### src/rtl/led_strip_sequencer.sv
// rtl/led_strip_sequencer.sv - frame sequencer feeding an xx6812 bit encoder from pixel RAM
//
// Walks NUM_LEDS pixel words out of a synchronous pixel RAM, loads each word into
// the encoder, releases the encoder for one 24-bit transmission and waits for its
// done flag before moving on. After the last pixel the line is held idle for the
// latch gap and a one-cycle frame_done is issued. A SEND timeout keeps a stuck
// encoder from hanging the frame.
//
// Ports:
//   clock_3mhz             bit-segment clock, shared with the encoder
//   reset_n                asynchronous active-low reset
//   start                  single-cycle frame request
//   busy                   high from start acceptance until frame_done
//   frame_done             one-cycle pulse at the end of a frame
//   error                  sticky encoder-timeout flag, cleared on accepted start
//   pixel_address          pixel RAM read address
//   pixel_data             pixel RAM read data, valid one cycle after pixel_address
//   encoder_counter_reset  active-high hold/restart for the encoder (low only in SEND)
//   encoder_data           registered parallel word to the encoder
//   encoder_done           encoder transmission-complete flag
//   led_index              index of the pixel currently in flight
module led_strip_sequencer #(
    parameter int NUM_LEDS     = 64,
    parameter int ADDR_WIDTH   = 6,
    parameter int LATCH_CYCLES = 300,
    parameter int SEND_TIMEOUT = 128
) (
    input  logic                  clock_3mhz,
    input  logic                  reset_n,
    input  logic                  start,
    output logic                  busy,
    output logic                  frame_done,
    output logic                  error,
    output logic [ADDR_WIDTH-1:0] pixel_address,
    input  logic [23:0]           pixel_data,
    output logic                  encoder_counter_reset,
    output logic [23:0]           encoder_data,
    input  logic                  encoder_done,
    output logic [ADDR_WIDTH-1:0] led_index
);

    localparam int LATCH_WIDTH = $clog2(LATCH_CYCLES + 1);
    localparam int SEND_WIDTH  = $clog2(SEND_TIMEOUT + 1);

    localparam logic [ADDR_WIDTH-1:0]  LAST_INDEX = ADDR_WIDTH'(NUM_LEDS - 1);
    localparam logic [LATCH_WIDTH-1:0] LATCH_LAST = LATCH_WIDTH'(LATCH_CYCLES - 1);
    localparam logic [SEND_WIDTH-1:0]  SEND_LAST  = SEND_WIDTH'(SEND_TIMEOUT - 1);
    localparam logic [SEND_WIDTH-1:0]  SEND_MAX   = SEND_WIDTH'(SEND_TIMEOUT);

    typedef enum logic [2:0] {
        IDLE,
        FETCH,
        LOAD,
        SEND,
        LATCH
    } state_t;

    state_t                 state;
    state_t                 state_next;
    logic                   busy_next;
    logic                   frame_done_next;
    logic                   error_next;
    logic [ADDR_WIDTH-1:0]  index;
    logic [ADDR_WIDTH-1:0]  index_next;
    logic [23:0]            encoder_data_next;
    logic [SEND_WIDTH-1:0]  send_count;
    logic [SEND_WIDTH-1:0]  send_count_next;
    logic [LATCH_WIDTH-1:0] latch_count;
    logic [LATCH_WIDTH-1:0] latch_count_next;

    // The RAM address and the in-flight index always move together.
    assign pixel_address = index;
    assign led_index     = index;

    always_ff @(posedge clock_3mhz or negedge reset_n) begin
        if (!reset_n) begin
            state                 <= IDLE;
            busy                  <= 1'b0;
            frame_done            <= 1'b0;
            error                 <= 1'b0;
            index                 <= '0;
            encoder_data          <= '0;
            encoder_counter_reset <= 1'b1;
            send_count            <= '0;
            latch_count           <= '0;
        end else begin
            state                 <= state_next;
            busy                  <= busy_next;
            frame_done            <= frame_done_next;
            error                 <= error_next;
            index                 <= index_next;
            encoder_data          <= encoder_data_next;
            // Registered from the next state so the encoder is released exactly
            // for the cycles the FSM spends in SEND.
            encoder_counter_reset <= (state_next != SEND);
            send_count            <= send_count_next;
            latch_count           <= latch_count_next;
        end
    end

    always_comb begin
        state_next        = state;
        busy_next         = busy;
        frame_done_next   = 1'b0;
        error_next        = error;
        index_next        = index;
        encoder_data_next = encoder_data;
        send_count_next   = '0;
        latch_count_next  = '0;

        case (state)
            IDLE: begin
                // A start coinciding with the frame_done pulse is dropped.
                if (start && !frame_done) begin
                    error_next = 1'b0;
                    index_next = '0;
                    busy_next  = 1'b1;
                    state_next = FETCH;
                end
            end

            FETCH: begin
                state_next = LOAD;
            end

            LOAD: begin
                encoder_data_next = pixel_data;
                state_next        = SEND;
            end

            SEND: begin
                send_count_next = (send_count == SEND_MAX) ? send_count : send_count + 1'b1;
                // send_count is 0 on the first SEND cycle, where encoder_done may
                // still be left over from the previous pixel.
                if (send_count != '0 && encoder_done) begin
                    if (index == LAST_INDEX) begin
                        state_next = LATCH;
                    end else begin
                        index_next = index + 1'b1;
                        state_next = FETCH;
                    end
                end else if (send_count == SEND_LAST) begin
                    error_next = 1'b1;
                    state_next = LATCH;
                end
            end

            LATCH: begin
                if (latch_count == LATCH_LAST) begin
                    frame_done_next = 1'b1;
                    busy_next       = 1'b0;
                    state_next      = IDLE;
                end else begin
                    latch_count_next = latch_count + 1'b1;
                end
            end

            default: begin
                state_next = IDLE;
            end
        endcase
    end

endmodule

### config.mk
export PLATFORM = sky130hd
export DESIGN_NAME = led_strip_sequencer
export DESIGN_NICKNAME = d
export VERILOG_FILES = /design/src/rtl/led_strip_sequencer.sv
export SDC_FILE = /design/constraint.sdc
export NUM_CORES = 1
export LEC_CHECK = 0
export ABC_AREA = 1
export BUFFER_PORTS_ARGS = -buffer_cell sky130_fd_sc_hd__buf_2
export CORE_MARGIN = 3
export CORE_UTILIZATION = 50
export CTS_CLUSTER_SIZE = 20
export DETAILED_ROUTE_END_ITERATION = 16
export PLACE_DENSITY_LB_ADDON = 0.2
export SLEW_MARGIN = 0
export SYNTH_ARGS = -nofsm -noshare
export SYNTH_HDL_FRONTEND = slang
export SYNTH_SLANG_ARGS = --single-unit
### constraint.sdc
create_clock -name clock_3mhz -period 1.9 [get_ports clock_3mhz]
set_input_delay 0.38 -clock clock_3mhz [delete_from_list [all_inputs] [get_ports clock_3mhz]]
set_output_delay 0.38 -clock clock_3mhz [all_outputs]
set_load 0.03 [all_outputs]
Word level (Yosys, flattened, before mapping)
Index checks and enable logic that the tools add are counted.
W data, S select, Z words.
{"block": "word_totals", "out_inout_bits": 40, "register_bits": 54, "in_bits": 28, "wordCells": 61}
{"block": "op_classes", "mux": 23, "n_reduce_logical": 10, "eq_ne": 16, "add_sub_neg": 3}
{"op": "$mux W6", "n": 3}
{"op": "$mux W9", "n": 2}
{"op": "$mux W8", "n": 2}
{"op": "$mux W3", "n": 5}
{"op": "$pmux W3 S5", "n": 1}
{"op": "$ne A2 B2 Y1 const B", "n": 7}
{"op": "$pmux W6 S2", "n": 1}
{"op": "$add A9 B1 Y9 const B", "n": 1}
{"op": "$eq A9 B9 Y1 const B", "n": 1}
{"op": "$add A8 B1 Y8 const B", "n": 1}
{"op": "$eq A8 B7 Y1 const B", "n": 1}
{"op": "$eq A8 B8 Y1 const B", "n": 1}
{"op": "$reduce_and A4 Y1", "n": 2}
{"op": "$reduce_bool A8 Y1", "n": 1}
{"op": "$mux W1", "n": 7}
{"op": "$add A6 B1 Y6 const B", "n": 1}
{"op": "$eq A3 B2 Y1 const B", "n": 2}
{"op": "$eq A6 B6 Y1 const B", "n": 1}
{"op": "$pmux W1 S2", "n": 2}
{"op": "$reduce_bool A2 Y1", "n": 2}
{"op": "$eq A3 B1 Y1 const B", "n": 1}
{"op": "$eq A3 B3 Y1 const B", "n": 1}
{"op": "$logic_not A3 Y1", "n": 1}
{"op": "$ne A3 B2 Y1 const B", "n": 1}
{"op": "3 further kinds", "n": 4}

Longest topological paths before layout
{"block": "depth", "depth_word": 5, "depth_mapped": 9, "ltp_nobuf": 9}

Least setup slack after synthesis
Ideal clock, no wire load.
{"block": "synth_timing", "path_type": "register to register", "start": "register index[0], in the netlist led_index[0]", "end": "register index[0], in the netlist led_index[0]", "setup_time_ns": 0.119, "t_required_ns": 1.781, "setup_slack_ns": 0.428, "path_buffers": 0, "t_arrival_ns": 1.352, "path_stages_with_launch": 9, "synth_period_minus_slack_ns": 1.472, "path_cell_list": "dfrtp_1 -> ha_1 -> nand2_1 -> nor2_1 -> nand2_1 -> nand4_4 -> clkinv_1 -> nand2_1 -> nand2_1"}
{"block": "synth_between", "elab_chain_len": 4, "word_cells_on_any_way": 7, "classes_between": "add/sub (1); eq/ne (2); mux (3); reduce/logical (1)"}
{"item": "from (decl)", "line": "63", "text": "logic [ADDR_WIDTH-1:0] index;"}
{"item": "from (signal assigned)", "line": "91", "text": "index <= index_next;"}
{"item": "$add A6 B1 Y6", "line": "139", "text": "index_next = index + 1'b1;"}
{"item": "$mux W6", "line": "136", "text": "if (index == LAST_INDEX) begin"}
{"item": "$mux W6", "line": "135", "text": "if (send_count != '0 && encoder_done) begin"}
{"item": "$pmux W6 S2", "line": "111", "text": "case (state)"}
Parallel ways exist; a longest one is shown, timed or not. The select of a mux whose other input is x is not followed.
A chain may end at the register's enable or synchronous reset.

Final worst setup path
{"block": "layout_timing", "start": "register send_count[0]", "end": "register index[2], in the netlist led_index[2]"}
{"block": "layout_between", "elab_chain_len": 4}
{"item": "from (decl)", "line": "66", "text": "logic [SEND_WIDTH-1:0] send_count;"}
{"item": "from (signal assigned)", "line": "96", "text": "send_count <= send_count_next;"}
{"item": "$reduce_bool A8 Y1", "line": "135"}
{"item": "$logic_and A1 B1 Y1", "line": "135"}
{"item": "$ne A2 B2 Y1 (no line)"}
{"item": "$reduce_and A4 Y1 (no line)"}
Every way passes these cells.

==> results.cfg <==
[drt]
detail_route.first_pass.iterations = 4
antenna_left = 0
routed_vias_inst = 4.74
detail_route.drc_violations = 0
dr_total_vias = 2101
drt-wirelength-per-cell_um = 11.0
initialDrtViolationCount = 83
finalWirelength_um = 4890

[global_route]
globalRoute.totalOverflow = 0
grt_start_max_net_pins = 37
grt_antenna_before_repair = 0
grt.total_usage = 0.181
first_global_vias = 2017
grt_first_pass_wirelength_um = 8850

[setup_path]
crit_path_start_kind = register
critical_path.endpoint_type = register
critical_path.max_stage_delay_ns = 0.41
worst-path-buf-inv = 1
critical_path_peak_fanout = 4
cpMaxStageDelayCell = dfrtp_1
critical_path.most_common_cell = nand2_1
worstPathCellList = inv_1, ha_1, nand2_1, nor2_1, nand2_1, nand3_1, nand2_1, nand3_1, nand2_1
critPathRequiredTime_ns = 2.10
crit_family = simple AND/OR/NAND/NOR gates
critical_path_arrival_ns = 1.62
crit_type = reg -> reg

[timing]
maxClockFrequency_mhz = 702
hold_slack_ns = 0.0143
final_cycle_share = 0.750
rsz_0062_raised_after_global_routing = false
timing_worst_slew_pin_value_ns = 0.461
hold_viol_final = 0
fin_tns_setup_ns = 0
final.setup_skew_ns = 0.0101
max_slew_margin = 0.692
slew_viol_final = 0
layout_min_cycle_time_ns = 1.43
setup_viol = 0

[floorplanning]
core_area_sq_um = 4820
initial_core_util = 0.529
design.die.area_sq_um = 5990
rows = 25
floorplan.io_pins = 68
fp.dieH_um = 77.4
fp.dieW_um = 77.4

[logic_synthesis]
synthesis.area_sq_um = 2550
syn_inst = 310
syn-mean-instance-area_sq_um = 8.22
post-synth-top-count-cell = nand2_1
ys_async_sr_fraction = 1.00
synth-edff-count = 0
synth_top_cell_by_area = dfrtp_1
synth_top_cells_by_count = nand2_1, dfrtp_1, nand3_1, nor2_1, inv_1
synth_sequential_area_ratio = 0.531
synth-main-ff-cell = dfrtp_1
synth_top_area_frac = 0.521
synth.distinct_cells = 28
synth_top_cells_by_area = dfrtp_1, nand2_1, nand3_1, nor2_1, inv_1
synth_warnings = 0
syn-num-nets = 342
ys_ff_latch = 54

[clock_network]
cts.path.max_buffers = 2
cts_buffers = 5
clkLatencyLatePin_ns = 0.31
clkSlewWorstSetupHoldPaths_ns = 0.09
htreeDepth = 2
cts_hold_buf = 0
cts_resized = 0
clock_sinks = 54
clk_root_buffer_cell = clkbuf_8
postCtsSetupRepairBufs = 0
tritoncts = yes

[power]
design_power_total_w = 0.00448
power_density_nw_per_um2 = 1480
vdd_drop_max_v = 0.000724
power.leakage_nw = 1.63

[hold_path]
hold_path_class = in -> async

[placed_design]
dp_hpwl_um = 3670
placement.io_buffers = 67
final_estimated_routing_congestion_in_global_placement = 0.891

[layout]
layout.nets = 407
syn_to_final_growth_pct = 18.9
antenna_cells = 0
layout-drive-gt1-share = 0.239

[status]
run_status = completed

[run]
max-cap-violations = 0
## per-layer routing
metal  wire (um)  track usage
met4          37       0.0534
met1        2260        0.231
met5           0            0
met2        2410        0.313
met3         187       0.0360
## worst register-to-register path, delay by kind of cell (launching register included)
family | cells | cell delay [ns]
AND/OR/NAND/NOR | 7 | 0.70
adder cells (fa/ha/maj) | 1 | 0.15
buffers and inverters | 1 | 0.08
flip-flops | 1 | 0.41
## power breakdown
part	leakage [nW]	internal, W	total [W]	switching (W)
Combinational	0.882	0.000561	0.00201	0.00145
Sequential	0.696	0.00150	0.00171	0.000208
Clock	0.0554	0.000396	0.000760	0.000365
Total	1.63	0.00246	0.00448	0.00203
## cells by family (layout without fill, tap and decap cells)
group | Yosys count | in the layout | share of synthesized area
XOR/XNOR | 4 | 4 | 0.0138
AND/OR/NAND/NOR | 189 | 189 | 0.322
flip-flops | 54 | 54 | 0.531
AO/OA/AOI/OAI | 17 | 17 | 0.0363
adder cells (fa/ha/maj) | 4 | 4 | 0.0196
buffers and inverters | 42 | 108 | 0.0776
## state kept, by name (all words and copies together) (netlist names)
| signal | count |
|---|---|
| led_index | 6 |
| frame_done | 1 |
| busy | 1 |
| encoder_counter_reset | 1 |
| send_count | 8 |
| error | 1 |
| state | 3 |
| latch_count | 9 |
| encoder_data | 24 |
## layout make-up
class / instances / area, sq um
fill: 454 / 1790
sequential: 54 / 1350
multi-input combinational: 214 / 997
timing repair buffer: 69 / 363
inverter: 31 / 121
tap: 67 / 83.8
clock buffer: 6 / 72.6
clock inverter: 2 / 38.8
## metrics by stage
stage                     area (sq um)  setup WS [ns]  utilization  std cells
final                             3030          0.475        0.629        443
after detailed placement          2920          0.494        0.606        435
after global routing              3030          0.290        0.629        443
after CTS                         3030          0.481        0.629        443
after floorplan                   2550          0.428            -        310
after global placement            2920          0.535        0.606        435
## final timing paths
path / start / endpoint / slack [ns] / depth (start not counted)
worst max register to register: send_count[0]$_DFFE_PN0P_ / led_index[2]$_DFFE_PN0P_ / 0.47 / 9
worst min-delay path: reset_n / latch_count[5]$_DFF_PN0_ / 0.01 / 1
worst max-delay path: send_count[0]$_DFFE_PN0P_ / led_index[2]$_DFFE_PN0P_ / 0.47 / 9
max in group asynchronous: reset_n / encoder_counter_reset$_DFF_PN1_ / 1.29 / 2
min in group clock_3mhz: pixel_data[1] / encoder_data[1]$_DFFE_PN0N_ / 0.27 / 3
worst min register to register: latch_count[0]$_DFF_PN0_ / latch_count[0]$_DFF_PN0_ / 0.46 / 1
## layout by cell type (no fill, tap or decap), drive strengths merged
cell type  count
o21ai          6
nor2          28
a211oi         1
xor2           4
nor3           9
nor3b          2
a21oi          8
nand4          1
inv           29
dfrtp         53
clkbuf         6
dfstp          1
or2            2
nand2        119
buf           69
ha             4
clkinv         3
bufinv         1
nand3         28
o211ai         1
o21bai         1
No activity file was read; power rests on OpenSTA's default activity.
